File: src/rtl/common_types_pkg.sv
// Shared types for the CPU/RAM memory path: word type, arbiter state and
// access-owner encodings, and the default RAM latency.
package common_types_pkg;

  typedef logic [31:0] word_t;

  typedef enum logic {
    IDLE = 1'b0,
    BUSY = 1'b1
  } ramstate_t;

  typedef enum logic {
    OWN_I = 1'b0,
    OWN_D = 1'b1
  } owner_t;

  localparam int RAM_LAT = 2;

endpackage

File: src/rtl/ram_arbiter.sv
// Shares one fixed-latency single-port RAM between the instruction-fetch and
// data ports. Data wins ties unless it won the previous access.
module ram_arbiter
  import common_types_pkg::*;
#(
  parameter int LAT = RAM_LAT,
  parameter int CW  = 4
) (
  input  logic        CLK,
  input  logic        nRST,
  input  logic        iren,
  input  word_t       iaddr,
  input  logic        dren,
  input  logic [3:0]  dwen,
  input  word_t       daddr,
  input  word_t       dstore,
  output logic        iwait,
  output logic        dwait,
  output word_t       iload,
  output word_t       dload,
  output logic        ram_ren,
  output logic [3:0]  ram_wen,
  output word_t       ram_addr,
  output word_t       ram_store,
  input  word_t       ram_load
);

  ramstate_t       state;
  ramstate_t       state_next;
  logic [CW-1:0]   cnt;
  logic            last_d;
  owner_t          owner;
  word_t           lat_addr;
  word_t           lat_store;
  logic [3:0]      lat_wen;

  logic            dreq;
  logic            is_write;
  logic            grant_d;
  logic            start;
  logic            abort;
  logic            complete;

  assign dreq     = dren | (dwen != 4'b0000);
  assign is_write = (lat_wen != 4'b0000);
  assign grant_d  = dreq & (~iren | ~last_d);
  assign start    = (state == IDLE) & (dreq | iren);

  // A read is abandoned as soon as its owner stops asking; writes always finish.
  assign abort    = (state == BUSY) & ~is_write &
                    ((owner == OWN_I) ? ~iren : ~dreq);
  assign complete = (state == BUSY) & (cnt == '0) & ~abort;

  always_ff @(posedge CLK or negedge nRST) begin
    if (!nRST) begin
      state <= IDLE;
    end else begin
      state <= state_next;
    end
  end

  always_comb begin
    state_next = state;
    case (state)
      IDLE: begin
        if (dreq | iren) begin
          state_next = BUSY;
        end
      end
      BUSY: begin
        if (abort || (cnt == '0)) begin
          state_next = IDLE;
        end
      end
      default: state_next = IDLE;
    endcase
  end

  always_ff @(posedge CLK or negedge nRST) begin
    if (!nRST) begin
      cnt       <= '0;
      last_d    <= 1'b0;
      owner     <= OWN_I;
      lat_addr  <= '0;
      lat_wen   <= '0;
      lat_store <= '0;
    end else begin
      if (start) begin
        owner     <= grant_d ? OWN_D : OWN_I;
        lat_addr  <= grant_d ? daddr : iaddr;
        lat_wen   <= grant_d ? dwen : 4'b0000;
        lat_store <= grant_d ? dstore : '0;
        cnt       <= CW'(LAT - 1);
      end else if ((state == BUSY) && (cnt != '0)) begin
        cnt <= cnt - CW'(1);
      end
      if (complete) begin
        last_d <= (owner == OWN_D);
      end
    end
  end

  // The owner's wait drops in the same cycle the RAM presents its data.
  always_comb begin
    ram_ren   = 1'b0;
    ram_wen   = 4'b0000;
    ram_addr  = '0;
    ram_store = '0;
    iwait     = 1'b1;
    dwait     = 1'b1;
    iload     = '0;
    dload     = '0;
    if (state == BUSY) begin
      ram_addr  = lat_addr;
      ram_wen   = lat_wen;
      ram_store = lat_store;
      ram_ren   = ~is_write;
      if (complete) begin
        if (owner == OWN_I) begin
          iwait = 1'b0;
          iload = ram_load;
        end else begin
          dwait = 1'b0;
          if (!is_write) begin
            dload = ram_load;
          end
        end
      end
    end
  end

endmodule

File: config.mk
export PLATFORM = sky130hd
export DESIGN_NAME = ram_arbiter
export DESIGN_NICKNAME = d
export VERILOG_FILES = /design/src/rtl/common_types_pkg.sv /design/src/rtl/ram_arbiter.sv
export SDC_FILE = /design/constraint.sdc
export NUM_CORES = 1
export LEC_CHECK = 0
export BUFFER_PORTS_ARGS = -buffer_cell sky130_fd_sc_hd__buf_4
export CORE_AREA = 2 2 106 108
export CTS_BUF_LIST = sky130_fd_sc_hd__clkbuf_8
export CTS_CLUSTER_DIAMETER = 150
export DETAILED_ROUTE_END_ITERATION = 16
export DIE_AREA = 0 0 108 110
export PLACE_DENSITY = 0.85
export RECOVER_POWER = 50
export SETUP_SLACK_MARGIN = 0.02
export SYNTH_ARGS = -nofsm -noshare
export SYNTH_HDL_FRONTEND = slang
export SYNTH_SLANG_ARGS = --single-unit
File: constraint.sdc
create_clock -name CLK -period 2.4 [get_ports CLK]
set_input_delay 0.24 -clock CLK [delete_from_list [all_inputs] [get_ports CLK]]
set_output_delay 0.24 -clock CLK [all_outputs]
set_load 0.05 [all_outputs]
==> impl_metrics.env, run 1 <==
export IMPL_status="complete, but fails checks"
export IMPL_violations="capacitance limit, slew limit, setup timing"
export IMPL_maxCapViolations=1
export IMPL_hold_path_class="in2reg"
export IMPL_setup_viol=66
export IMPL_finalCritPeriodShare_pct=108
export IMPL_synthCells=449
export IMPL_criticalPathCategory="reg2out"
export IMPL_synth_area_leaders="dfrtp_1, and2_1, a21oi_1"
export IMPL_vias=4479
export IMPL_crit_fanout=8
export IMPL_antenna_found_initial=0
export IMPL_portBuffers=270
export IMPL_max_freq_mhz=387
export IMPL_pre_cts_ws_ps=76.9
export IMPL_viasPerCell=5.17
export IMPL_async_reset_ff_share_pct=100
export IMPL_yosysTopAreaCellShare_pct=45.6
export IMPL_fin_nets=859
export IMPL_max_slew_margin_pct=-24.7
export IMPL_yosys_top_cells_count="and2_1, dfrtp_1, a21oi_1, nand2_1, a22o_1"
export IMPL_p_leak_nw=3.49
export IMPL_grt_pass1_wl_mm=23.1
export IMPL_drive_above_1_share_pct=51.6
export IMPL_clock_root_buffer="clkbuf_8"
export IMPL_ir_worst_vdd_uv=888
export IMPL_synth_net_count=586
export IMPL_cp_required_ps=2160
export IMPL_min_period_ps=2590
export IMPL_clkSlewWorstSetupHoldPaths_ps=80
export IMPL_coreArea_um2=10700
export IMPL_crit_arrival_ps=2350
export IMPL_syn_mean_instance_area_um2=9.17
export IMPL_place_hpwl_mm=10.0
export IMPL_pin_count=271
export IMPL_syn_to_final_growth_pct=73.1
export IMPL_yosysWarnings=0
export IMPL_cts_tree="built"
export IMPL_finalWeightedCongestion=0.790
export IMPL_wl_per_cell_um=18.3
export IMPL_clk_latency_ps=350
export IMPL_start_util_pct=38.5
export IMPL_grt_pass1_vias=4495
export IMPL_chipWidth_um=108
export IMPL_gr_usage_all_layers_pct=25.2
export IMPL_synth_cell_type_count=33
export IMPL_route_detailed_drc=0
export IMPL_timing_final_ws_setup_ps=-185
export IMPL_critPathLaunchType="register"
export IMPL_nFillCells=815
export IMPL_multiInputGateArea_um2=2180
export IMPL_synth_main_ff_cell="dfrtp_1"
export IMPL_cts_buffers=9
export IMPL_diodes=0
export IMPL_overflow=0
export IMPL_routed_wirelength_mm=15.9
export IMPL_pwr_density_cell_nw_per_um2=1380
export IMPL_hold_viol_final=0
export IMPL_die_area_um2=11900
export IMPL_synth_top_area_cell="dfrtp_1"
export IMPL_synth_edf_count=0
export IMPL_end_kind="output port"
export IMPL_rows=38
export IMPL_clockBufferDepth=2
export IMPL_die_h_um=110
export IMPL_htree_levels=3
export IMPL_worstMarginPinSlew_ps=1870
export IMPL_antenna_left=0
export IMPL_fin_total_pwr_w=0.00980
export IMPL_clock_sinks=75
export IMPL_maxSlewViolCount=76
export IMPL_synthMostInstantiatedCell="and2_1"
export IMPL_first_pass_iters=5
export IMPL_skew_ps=15.2
export IMPL_rsz0062_at_grt="true"
export IMPL_grt_max_degree=76
export IMPL_drtIter0Drc=250
export IMPL_syn_area_um2=4120
export IMPL_regArea_um2=1880
export IMPL_seq_area_frac_synth_pct=45.6
export IMPL_synth_seq_cells=75
## area by class of cell
cell class	instances	area share, %
repair buffers	293	37.3
inverters	6	0.351
clock buffers	11	2.13
well taps	140	2.46
multi-input cells	337	30.6
flip-flops and latches	75	26.4
clock inverters	5	0.738
## what timing repair did
item,in CTS,in global routing
endpoints found under the hold margin,0,0
setup buffers,11,4
pin swaps,17,11
cloned,4,1
hold buffers,0,0
setup endpoints to repair,65,66
resized for setup,141,26
## flip-flops by register name (all words and copies together) (netlist names)
register / cells
lat_addr: 32
lat_store: 32
cnt: 4
lat_wen: 4
last_d: 1
owner: 1
state: 1
## power breakdown
group	total, W	switching (W)	internal (W)
clock network	0.00100	0.000469	0.000532
logic	0.00649	0.00421	0.00228
registers	0.00232	0.000426	0.00189
total	0.00980	0.00511	0.00470
## cells in the final DEF (no fill, tap or decap), types with 4 or more instances in the layout
cell      count
and4_4        4
and2_2       14
buf_6        13
clkbuf_8     11
a22o_1       36
and2_1       65
buf_4       201
buf_8        59
dfrtp_1      74
a21oi_1      64
nand3_1       5
clkbuf_1     16
inv_1         5
nand2_1      37
nor2_1       34
and2_4       50
## critical path, stage by stage, from the launching register on
cell	delay, ps
dfrtp_1	390
inv_2	90
ha_4	130
or3b_4	380
or2_4	250
nor3_4	210
buf_6	150
buf_16	120
and2_4	150
buf_8	140
## routing by layer
layer	GRT usage [%]	up-vias	routed length (µm)
li1	-	2048	-
met2	44.5	238	8450
met5	0	-	0
met3	5.70	43	1130
met4	14.7	0	620
met1	27.9	2150	5660
## metrics by stage
step                TNS [ps]  hold WS (ps)  std cells  instance area, µm²  utilization, %
floorplan                  0         -55.6        449                4150               -
global placement           0           428        834                6270            58.6
detailed placement         0           455        834                6270            58.6
CTS                    -8560          58.5        865                7120            66.5
global route          -14470          83.4        867                7120            66.6
finish                 -9640           103        867                7120            66.6
## worst paths after layout
path,from,to,slack [ps],cells past startpoint
setup / recovery,cnt[0],iload[13],-190,9
hold / removal,dstore[1],lat_store[1],100,2
setup reg to reg,state,lat_wen[1],440,3
hold reg to reg,lat_store[25],lat_store[25],500,1
max in group asynchronous,nRST,state,670,1
min in group asynchronous,nRST,lat_store[13],400,1
## logic make-up after synthesis
group,Yosys count,share of synthesized area (%)
AND/OR/NAND/NOR,220,31.4
flip-flops,75,45.6
adder cells (fa/ha/maj),1,0.304
XOR/XNOR,2,0.426
AO/OA/AOI/OAI,111,17.5
buffers and inverters,40,4.77
Power figures use the tool's default switching activity.
==> run 2, diff against run 1 <==
--- a/config.mk
+++ b/config.mk
@@ -5,13 +5,14 @@
 export SDC_FILE = /design/constraint.sdc
 export NUM_CORES = 1
 export LEC_CHECK = 0
+export ABC_AREA = 1
 export BUFFER_PORTS_ARGS = -buffer_cell sky130_fd_sc_hd__buf_4
-export CORE_AREA = 2 2 106 108
+export CORE_MARGIN = 2
+export CORE_UTILIZATION = 45
 export CTS_BUF_LIST = sky130_fd_sc_hd__clkbuf_8
 export CTS_CLUSTER_DIAMETER = 150
 export DETAILED_ROUTE_END_ITERATION = 16
-export DIE_AREA = 0 0 108 110
-export PLACE_DENSITY = 0.85
+export PLACE_DENSITY = 0.93
 export RECOVER_POWER = 50
 export SETUP_SLACK_MARGIN = 0.02
 export SYNTH_ARGS = -nofsm -noshare
==> run 2 against run 1 <==
  * The flow now finishes without violations
  * First-iteration DRC count rose by 74%
  * Fmax rose by 19%
  * Sequential power fell by 5%
  * Utilization rose by 2.6 points
  * Wire length fell by 9.1%
  * Cell area fell by 4.6%
  * Cell count rose by 30%
  * Critical path depth fell by 1
  * Sequential share of layout area rose by 1.2 points
  * Via count rose by 18%
  * Die area fell by 7.2%
  * Critical endpoint is now iload[21]
  * Highest routed layer unchanged
==> impl_metrics.env, run 2 <==
export IMPL_drive_above_1_share_pct=28.7
export IMPL_max_freq_mhz=462
export IMPL_cts_tree="built"
export IMPL_yosysWarnings=0
export IMPL_setup_viol=0
export IMPL_slowest_delay_ps=400
export IMPL_criticalPathCategory="reg2out"
export IMPL_synth_area_leaders="dfrtp_1, nand2_1, inv_1"
export IMPL_comb_power_share_pct=65.3
export IMPL_status="complete, no violations"
export IMPL_r2r_slack_ps=320
export IMPL_skew_ps=8.99
export IMPL_hold_path_class="in2reg"
export IMPL_power_frac_clock_pct=11.2
export IMPL_viasPerCell=4.68
export IMPL_placed_cell_area_um2=6670
export IMPL_critical_path_top_delay_family="simple AND/OR/NAND/NOR gates"
export IMPL_cp_required_ps=2160
export IMPL_crit_fanout=33
export IMPL_die_area_um2=11000
export IMPL_top_regs="lat_addr x32, lat_store x32"
export IMPL_async_reset_ff_share_pct=100
export IMPL_syn_area_um2=4590
export IMPL_antenna_found_initial=0
export IMPL_clk_latency_ps=330
export IMPL_synth_top_area_cell="dfrtp_1"
export IMPL_syn_to_final_growth_pct=48.0
export IMPL_max_slew_margin_pct=20.1
export IMPL_synth_cell_type_count=21
export IMPL_gr_usage_all_layers_pct=25.4
export IMPL_finalCritPeriodShare_pct=90.3
export IMPL_htree_levels=3
export IMPL_vias=5285
export IMPL_die_h_um=105
export IMPL_overflow=0
export IMPL_synth_edf_count=0
export IMPL_rsz0062_at_grt="false"
export IMPL_final_common_cell="nand2_1"
export IMPL_cts_buffers=9
export IMPL_intPower_w=0.00411
export IMPL_synth_main_ff_cell="dfrtp_1"
export IMPL_synth_net_count=879
export IMPL_synth_seq_cells=75
export IMPL_worstMarginPinSlew_ps=1200
export IMPL_clock_root_buffer="clkbuf_8"
export IMPL_p_seq_share_pct=23.5
export IMPL_route_detailed_drc=0
export IMPL_synthCells=742
export IMPL_finalSetupTns_ps=0
export IMPL_first_pass_iters=5
export IMPL_rows=36
export IMPL_cp_common_cell="nor2_1"
export IMPL_holdWs_ps=153
export IMPL_nFillCells=915
export IMPL_drtIter0Drc=436
export IMPL_clockBufferDepth=2
export IMPL_grt_max_degree=75
export IMPL_worst_path_buf_inv=2
export IMPL_pwr_density_cell_nw_per_um2=1380
export IMPL_clkSlewWorstSetupHoldPaths_ps=80
export IMPL_routed_wirelength_mm=14.4
export IMPL_finalWeightedCongestion=0.930
export IMPL_seq_area_frac_synth_pct=40.9
export IMPL_start_util_pct=46.8
export IMPL_crit_path_cell_trace="nor2_1, nand3_1, nor2_1, nand2_1, nand2_1, buf_6, nor2_1, buf_4"
export IMPL_wl_per_cell_um=12.8
export IMPL_slowest_stage="dfrtp_1"
export IMPL_grt_pass1_wl_mm=22.9
export IMPL_antenna_left=0
export IMPL_maxSlewViolCount=0
export IMPL_p_leak_nw=4.19
export IMPL_end_kind="output port"
export IMPL_fin_nets=1129
export IMPL_pin_count=271
export IMPL_fin_total_pwr_w=0.00937
export IMPL_grt_pass1_vias=4870
export IMPL_portBuffers=270
export IMPL_min_period_ps=2170
export IMPL_hold_viol_final=0
export IMPL_place_hpwl_mm=10.8
export IMPL_diodes=0
export IMPL_crit_arrival_ps=1930
export IMPL_critPathLaunchType="register"
export IMPL_coreArea_um2=9820
export IMPL_final_cell_mix="nand2_1, buf_4, inv_1"
export IMPL_switchingPower_w=0.00526
export IMPL_synthMostInstantiatedCell="nand2_1"
export IMPL_ir_worst_vdd_uv=776
export IMPL_yosysTopAreaCellShare_pct=40.9
export IMPL_maxCapViolations=0
export IMPL_syn_mean_instance_area_um2=6.19
export IMPL_clock_sinks=75
export IMPL_stdcell_area_um2=6800
export IMPL_chipWidth_um=105
export IMPL_swShare_pct=56.1
export IMPL_yosys_top_cells_count="nand2_1, inv_1, dfrtp_1, nor2_1, nand3_1"
-- run 2: cell types whose count changed in the layout (fill, tap and decap cells not counted), sizes merged, moves of 36 or more --
| cell | change |
|---|---|
| nor2 | +37 |
| a21oi | -64 |
| inv | +74 |
| nand3 | +36 |
| nand2 | +347 |
| a22o | -36 |
| and2 | -132 |
-- run 2: cell type report --
| cell class | count | area, µm² | share of cell area [%] |
|---|---|---|---|
| multi-input combinational | 540 | 2170 | 32.0 |
| timing repair buffer | 286 | 2060 | 30.2 |
| sequential | 75 | 1880 | 27.6 |
| inverter | 80 | 304 | 4.47 |
| tap | 133 | 166 | 2.45 |
| clock buffer | 10 | 138 | 2.02 |
| clock inverter | 6 | 81.3 | 1.20 |
-- run 2: logic make-up (layout without fill, tap and decap cells) --
group / Yosys count / in the layout / synth area share [%]
and+or+nand+nor: 499 / 499 / 42.5
buffers and inverters: 127 / 382 / 11.6
DFF: 75 / 75 / 40.9
AOI/OAI and AO/OA: 38 / 38 / 4.39
xor gates and xnor gates: 2 / 2 / 0.382
adders and majority gates: 1 / 1 / 0.272
-- run 2: what timing repair did --
item,in CTS,in global routing
gates resized for setup,0,4
hold buffers,1,0
endpoints found under the hold margin,44,0
buffers inserted,0,0
endpoints found under the setup margin,0,25
-- run 2: path summary, 6_finish.rpt --
kind / end / cells after the start / from
setup / recovery: iload[21] / 8 / lat_wen[1]
hold / removal: lat_store[11] / 3 / dstore[11]
setup reg to reg: lat_store[5] / 4 / state
hold reg to reg: lat_addr[2] / 2 / lat_addr[2]
max in group asynchronous: lat_addr[1] / 3 / nRST
min in group asynchronous: lat_store[21] / 2 / nRST
-- run 2: per-stage QoR --
stage / std cells / utilization (%) / setup slack [ps]
final: 1130 / 69.2 / 234
after detailed placement: 1113 / 67.9 / 536
after floorplan: 742 / - / 219
after global routing: 1130 / 69.2 / 80.7
after CTS: 1130 / 70.2 / 171
after global placement: 1113 / 67.9 / 618
-- run 2: power groups by stage --
stage / Combinational (W) / Clock [W] / Sequential [W]
after CTS: 0.00633 / 0.00107 / 0.00220
after global placement: 0.00621 / 0 / 0.00219
final: 0.00612 / 0.00105 / 0.00220
after detailed placement: 0.00631 / 0 / 0.00222
after global routing: 0.00664 / 0.00112 / 0.00228
after floorplan: 0.00460 / 0 / 0.00213
-- run 2: worst reg2reg max path: cells and delay by family, from the launching register on --
family	cells	cell delay (ps)
AOI/OAI and AO/OA	2	460
buffers and inverters	2	1060
DFF	1	400
-- run 2: metal layers --
layer / global-route usage [%] / wire length (µm) / up-vias
met2: 44.9 / 7460 / 194
li1: - / - / 2693
met1: 28.7 / 5500 / 2366
met4: 12.6 / 542 / 0
met5: 0 / 0 / -
met3: 5.74 / 919 / 32
